File: src/rtl/robot_cmd_sequencer.sv
// Drive-command sequencer: streams per-segment UART packets, holds each segment for a tick count,
// loops passes, then finishes. Define ROBOT_CMD_SEQUENCER_STOP_PACKET_EN to emit a stop packet.
module robot_cmd_sequencer #(
  parameter int         NUM_SEGS      = 4,
  parameter int         BYTES_PER_SEG = 5,
  parameter int         DUR_W         = 16,
  parameter int         LOOPS         = 1,
  parameter logic [7:0] STOP_OPCODE   = 8'd137
) (
  input  logic                              clk,
  input  logic                              rst,
  input  logic                              go,
  input  logic                              abort,
  input  logic                              tick,
  input  logic [NUM_SEGS*BYTES_PER_SEG*8-1:0] seg_bytes,
  input  logic [NUM_SEGS*DUR_W-1:0]         seg_dur,
  input  logic                              tx_full,
  output logic [7:0]                        tx_data,
  output logic                              tx_write,
  output logic                              busy,
  output logic                              done,
  output logic [3:0]                        seg_idx
);

  typedef enum logic [2:0] {IDLE, SEND, HOLD, STOP, FINISH} state_t;

  localparam logic [2:0] LAST_B = 3'(BYTES_PER_SEG - 1);
  localparam logic [3:0] LAST_S = 4'(NUM_SEGS - 1);

  state_t           state;
  logic [2:0]       byte_idx;
  logic [15:0]      pass_cnt;
  logic [15:0]      pass_nxt;
  logic [DUR_W-1:0] hold_cnt;
  logic             abort_pend;
  logic [7:0]       tx_last;
  logic [7:0]       cur_byte;
  logic             last_byte;
  logic             pass_more;
  logic             emit;

  always_comb begin
    cur_byte = seg_bytes[(int'(seg_idx) * BYTES_PER_SEG + int'(byte_idx)) * 8 +: 8];
    if (state == STOP) cur_byte = (byte_idx == 3'd0) ? STOP_OPCODE : 8'h00;
  end

`ifdef ROBOT_CMD_SEQUENCER_STOP_PACKET_EN
  assign emit = (state == SEND) || (state == STOP);
`else
  assign emit = (state == SEND);
`endif

  // Write strobe follows tx_full in the same cycle so a full buffer stalls without loss.
  assign tx_write  = emit && !tx_full && !rst;
  assign tx_data   = tx_write ? cur_byte : tx_last;
  assign last_byte = (byte_idx == LAST_B);
  assign pass_nxt  = (pass_cnt == 16'hFFFF) ? pass_cnt : pass_cnt + 16'd1;
  assign pass_more = (LOOPS == 0) || (int'(pass_nxt) < LOOPS);

  always_ff @(posedge clk) begin
    if (rst) begin
      state      <= IDLE;
      byte_idx   <= '0;
      seg_idx    <= '0;
      pass_cnt   <= '0;
      hold_cnt   <= '0;
      abort_pend <= 1'b0;
      tx_last    <= '0;
      busy       <= 1'b0;
      done       <= 1'b0;
    end else begin
      done <= 1'b0;
      if (tx_write) tx_last <= cur_byte;
      unique case (state)
        IDLE: if (go && !abort) begin
          state      <= SEND;
          busy       <= 1'b1;
          seg_idx    <= '0;
          byte_idx   <= '0;
          pass_cnt   <= '0;
          abort_pend <= 1'b0;
        end
        SEND: begin
          if (abort) abort_pend <= 1'b1;
          if (tx_write) begin
            if (last_byte) begin
              byte_idx <= '0;
              if (abort || abort_pend) begin
                state      <= STOP;
                abort_pend <= 1'b0;
              end else begin
                state    <= HOLD;
                hold_cnt <= seg_dur[int'(seg_idx) * DUR_W +: DUR_W];
              end
            end else begin
              byte_idx <= byte_idx + 3'd1;
            end
          end
        end
        HOLD: begin
          if (abort) begin
            state <= STOP;
          end else if (hold_cnt == '0) begin
            if (seg_idx != LAST_S) begin
              seg_idx <= seg_idx + 4'd1;
              state   <= SEND;
            end else begin
              pass_cnt <= pass_nxt;
              if (pass_more) begin
                seg_idx <= '0;
                state   <= SEND;
              end else begin
                state <= STOP;
              end
            end
          end else if (tick) begin
            hold_cnt <= hold_cnt - DUR_W'(1);
          end
        end
        STOP: begin
`ifdef ROBOT_CMD_SEQUENCER_STOP_PACKET_EN
          if (tx_write) begin
            if (last_byte) begin
              byte_idx <= '0;
              state    <= FINISH;
              done     <= 1'b1;
            end else begin
              byte_idx <= byte_idx + 3'd1;
            end
          end
`else
          state <= FINISH;
          done  <= 1'b1;
`endif
        end
        FINISH: begin
          state <= IDLE;
          busy  <= 1'b0;
        end
        default: state <= IDLE;
      endcase
    end
  end

endmodule

File: config.mk
export PLATFORM = sky130hd
export DESIGN_NAME = robot_cmd_sequencer
export DESIGN_NICKNAME = d
export VERILOG_FILES = /design/src/rtl/robot_cmd_sequencer.sv
export SDC_FILE = /design/constraint.sdc
export NUM_CORES = 1
export LEC_CHECK = 0
export CAP_MARGIN = 0
export CORE_UTILIZATION = 44
export CTS_CLUSTER_DIAMETER = 100
export DETAILED_ROUTE_END_ITERATION = 7
export DONT_BUFFER_PORTS = 1
export PLACE_DENSITY = 0.64
export SLEW_MARGIN = 20
export SYNTH_ARGS = -nofsm -noshare
export SYNTH_HDL_FRONTEND = slang
export SYNTH_SLANG_ARGS = --single-unit
File: constraint.sdc
create_clock -name clk -period 11.3 [get_ports clk]
set_clock_uncertainty 0.15 [all_clocks]
set_input_delay 2.26 -clock clk [delete_from_list [all_inputs] [get_ports clk]]
set_output_delay 2.26 -clock clk [all_outputs]
set_load 0.005 [all_outputs]
Word-level counts from Yosys, hierarchy flattened:

Cells that the tools add are included.

* logic and storage cells: 101
* input bits: 230
* flip-flop bits (word level): 53
* output and inout bits: 15

* equality and inequality tests: 18
* add/sub/neg operators: 5
* multiplexer cells: 44
* multipliers: 1
* shifts and indexed selects: 2
* order comparisons: 1
* reductions and logical operators: 21

Operators with widths (count)
* $mux 16: 11
* $shiftx 160x12->8: 1
* $pmux 16 s2: 2
* $shiftx 64x9->16: 1
* $mux 3: 8
* $mux 8: 3
* $mux 4: 5
* $ne 2x2->1 const B: 9
* $add 16x1->16 const B: 1
* $eq 16x16->1 const B: 1
* $logic_not 16->1: 1
* $lt 16x1->1 const B: 1
* $sub 16x1->16 const B: 1
* $pmux 3 s4: 1
* $reduce_and 5->1: 2
* $add 7x3->8: 1
* $mux 1: 8
* $pmux 4 s2: 1
* $reduce_bool 2->1: 4
* $mul 4x3->7 const B: 1
* $reduce_and 7->1: 1
* $eq 3x2->1 const B: 2
* $eq 3x3->1 const B: 2
* $logic_not 3->1: 2
* 14 further kinds: 22

Longest topological paths before layout:

* depth after elaboration: 8
* mapped depth: 11
* gate-level depth less buffers: 10

Least setup slack after synthesis:

No wires, ideal clock.

* path kind: input to output
* from: input seg_bytes[120]
* to: output tx_data[0]
* path slack: 5.505 ns
* arrival: 3.385 ns
* path buffers: 0
* required time: 8.890 ns
* cell stages on the path: 4
* cell sequence: mux4_2 mux4_2 a21oi_1 o21ai_1

* longest elaborated chain between the ends: 3

Ends and longest elaborated chain
* from (decl): RTL line 15 `input logic [NUM_SEGS*BYTES_PER_SEG*8-1:0] seg_bytes,`
* $shiftx 160x12->8: RTL line 43 `cur_byte = seg_bytes[(int'(seg_idx) * BYTES_PER_SEG + int'(byte_idx)) * 8 +: 8];`
* $mux 8: RTL line 44 `if (state == STOP) cur_byte = (byte_idx == 3'd0) ? STOP_OPCODE : 8'h00;`
* $mux 8
* to (decl): RTL line 18 `output logic [7:0] tx_data,`

No other way between the ends.

Worst setup path after layout:

* from: input seg_bytes[24]
* to: output tx_data[0]

Same word-level chain as after synthesis.

==> results.py <==
metrics = {
    "cts": {
        "hold_buffers": 0,
        "tritoncts": "yes",
        "cts-root-buf": "clkbuf_16",
        "cts_max_path_buffers": 2,
        "cts.htree.levels": 2,
        "clk_latency_ns": 0.29,
        "cts_resized": 0,
        "cts_buffers": 5,
        "post_cts_buffers": 0,
        "path_clk_slew_ns": 0.07,
        "cts.sinks": 53,
    },
    "final_layout": {
        "nets": 765,
        "fill_cells": 1049,
        "area_growth_pct": 3.94,
        "drive_gt1_frac": 0.195,
        "fin_util": 0.479,
        "final_cell_area_mm2": 0.00531,
    },
    "critical_path": {
        "cp_max_fo": 2,
        "r2r_slack_ns": 7.85,
        "cp.arrival_ns": 3.57,
        "endpoint_kind": "output pin",
        "cp_slowest_cell": "mux4_2",
        "critical_path_class": "in -> out",
        "critPathLaunchType": "primary input",
        "max_stage_delay_ns": 0.53,
        "path_buf_inv": 0,
        "timing.critical_path.cells": "mux4_2 -> mux4_2 -> a21oi_1 -> o21ai_1",
        "path_common_cell": "mux4_2",
        "crit_required_ns": 8.89,
        "cpLargestDelayFamily": "multiplexers",
    },
    "detailed_routing": {
        "dr.pass1.iters": 5,
        "routed_via_density": 6.80,
        "wire_per_inst_um": 25.1,
        "num_vias": 4495,
        "ant_nets": 0,
        "drt_iter0_markers": 381,
        "drc": 0,
        "wirelength_um": 16600,
    },
    "placed_design": {
        "dpl-instance-area_mm2": 0.00514,
        "gp_congestion": 1.11,
        "preCtsSetupSlack_ns": 5.31,
        "hpwl_um": 13300,
        "io_buffers": 0,
    },
    "logic_synthesis": {
        "ys_seq_area_frac": 0.208,
        "synth_xor_area_frac": 0.0154,
        "synthAdderAreaFrac": 0.0455,
        "ys_types": 68,
        "avgSynthCellArea_um2": 9.29,
        "synthCells": 550,
        "synth_edf_count": 0,
        "synth_compound_area_frac": 0.176,
        "synth_top_family_by_area": "multiplexers",
        "yosys_register_bits": 53,
        "async_flop_share": 0,
        "synthFlopType": "dfxtp_1",
        "synth_nets": 798,
        "synthMuxAreaShare": 0.292,
        "yosys_warnings": 0,
        "synth-simple-area-share": 0.216,
        "syn_area_mm2": 0.00511,
    },
    "outcome": {
        "status": "finished clean",
    },
    "sta": {
        "fin_ws_ns": 5.32,
        "hold_viol": 0,
        "worst_slew_margin_rel": 0.400,
        "fin_setup_tns_ns": 0,
        "max_freq_mhz": 167,
        "tightest_slew_ns": 0.893,
        "final-max-slew-violation-count": 0,
        "period_share": 0.529,
        "finalSetupViolCount": 0,
        "min_period_ns": 5.98,
        "rsz0062_at_grt": "false",
    },
    "floorplan": {
        "core_mm2": 0.0111,
        "rows": 38,
        "initial_core_util": 0.461,
        "die_w_um": 110,
        "die_y_um": 110,
        "die_area_mm2": 0.0120,
        "ioPinCount": 245,
    },
    "pwr": {
        "totalPowerFinal_w": 0.000454,
        "ir_drop_mv": 0.0925,
        "power.density_mw_per_mm2": 85.5,
        "p_leak_nw": 1.71,
    },
    "global_route": {
        "grt_pass1_vias": 4296,
        "grt_overflow": 0,
        "grt_max_degree": 58,
        "grt_pass1_wl_um": 25000,
        "grt_use_total": 0.282,
        "antenna_found_initial": 7,
    },
    "flow_run": {
        "cap_violations": 0,
    },
    "hold_path": {
        "min_path_type": "reg -> reg",
    },
}
==> tightest hold or removal path, cell delays in order, from the launching register on <==
cell and delay, ns:
dfxtp_1 0.31, o21ai_1 0.06, a21oi_1 0.06
==> placed cells by master, fill, tap and decap left out, types with 5 or more instances in the layout <==
master     count
and3_1         6
a211oi_1       5
nand3_1       15
dfxtp_1       53
nand2b_1       6
nor2b_1       10
ha_1          16
or4_1          5
inv_1          8
nand2_1       50
nor3_1        15
buf_4          7
mux4_2        64
a31oi_1        5
o21ai_1       23
o21ai_0       17
a21oi_1       52
nor3b_1       12
nand4_1        8
xnor2_1        5
nor2_1        50
clkbuf_16      5
==> logic make-up (layout without fill, tap and decap cells) <==
family | after synthesis | in the layout
other cells | 0 | 3
mux | 69 | 69
fa+ha+maj | 18 | 18
compound gates | 138 | 138
xor+xnor | 9 | 9
flops | 53 | 53
buf+inv | 56 | 24
simple gates | 207 | 207
==> layer usage <==
| metal | up-vias | GRT usage | part of all wire |
|---|---|---|---|
| met3 | 20 | 0.0830 | 0.098 |
| met4 | 12 | 0.0419 | 0.0080 |
| li1 | 2074 | - | - |
| met2 | 219 | 0.488 | 0.50 |
| met5 | - | 0 | 0.0058 |
| met1 | 2170 | 0.353 | 0.39 |
==> synth_stat cells, types with 3 or more instances <==
cell / count / area (um2)
o21ai_1: 23 / 115
nor3b_1: 13 / 97.6
nor4_1: 3 / 18.8
a221oi_2: 4 / 60.1
a21o_1: 3 / 22.5
xor2_1: 4 / 35.0
o21ai_0: 17 / 85.1
a41oi_1: 4 / 35.0
xnor2_1: 5 / 43.8
dfxtp_1: 53 / 1060
mux4_2: 64 / 1440
nor2b_1: 10 / 62.6
and2_1: 4 / 25.0
a22oi_1: 3 / 22.5
and3_1: 6 / 37.5
and4_1: 4 / 35.0
mux2i_1: 4 / 40.0
nand4_1: 8 / 50.1
a31oi_1: 5 / 31.3
a21oi_1: 52 / 260
buf_2: 9 / 45.0
nand3b_1: 4 / 30.0
nor2_1: 50 / 188
a211oi_1: 5 / 37.5
nand2_1: 50 / 188
clkbuf_1: 31 / 116
ha_1: 17 / 213
nor3_1: 16 / 80.1
or4_1: 5 / 37.5
inv_1: 8 / 30.0
nand3_1: 15 / 75.1
buf_1: 4 / 15.0
nand2b_1: 6 / 37.5
==> worst paths after layout <==
check	depth (start not counted)	startpoint	endpoint
max	4	seg_bytes[24]	tx_data[0]
min	2	hold_cnt[15]	hold_cnt[15]
max reg2reg	10	seg_idx[2]	tx_last[4]
min reg2reg	2	hold_cnt[15]	hold_cnt[15]
==> where the power goes <==
group | internal (W) | leakage (nW) | total [W] | switching (W)
logic | 0.0000500 | 1.21 | 0.000100 | 0.0000500
clock network | 0.0000828 | 0.0702 | 0.000157 | 0.0000738
registers | 0.000192 | 0.429 | 0.000198 | 0.00000541
==> sequential cells by signal, summed over array words and instances (netlist names) <==
name and cells:
seg_idx 4, state 3, hold_cnt 16, abort_pend 1, pass_cnt 16, tx_last 8
busy 1, byte_idx 3, done 1
==> metrics by stage <==
stage	std cells	hold slack, ns
after floorplan	550	0.300
after global placement	650	0.305
after detailed placement	650	0.315
after global routing	659	0.358
final	661	0.325
after CTS	658	0.325
==> cell type report <==
cell class                 instances  area (um2)  area share
antenna                            3        7.51     0.00141
clock buffer                       5         125      0.0236
clock inverter                     3        21.3     0.00400
inverter                           9        35.0     0.00660
multi-input combinational        441        3830       0.722
sequential                        53        1060       0.200
tap                              140         175      0.0330
timing repair buffer               7        52.6     0.00989
Power figures use the tool's default switching activity.
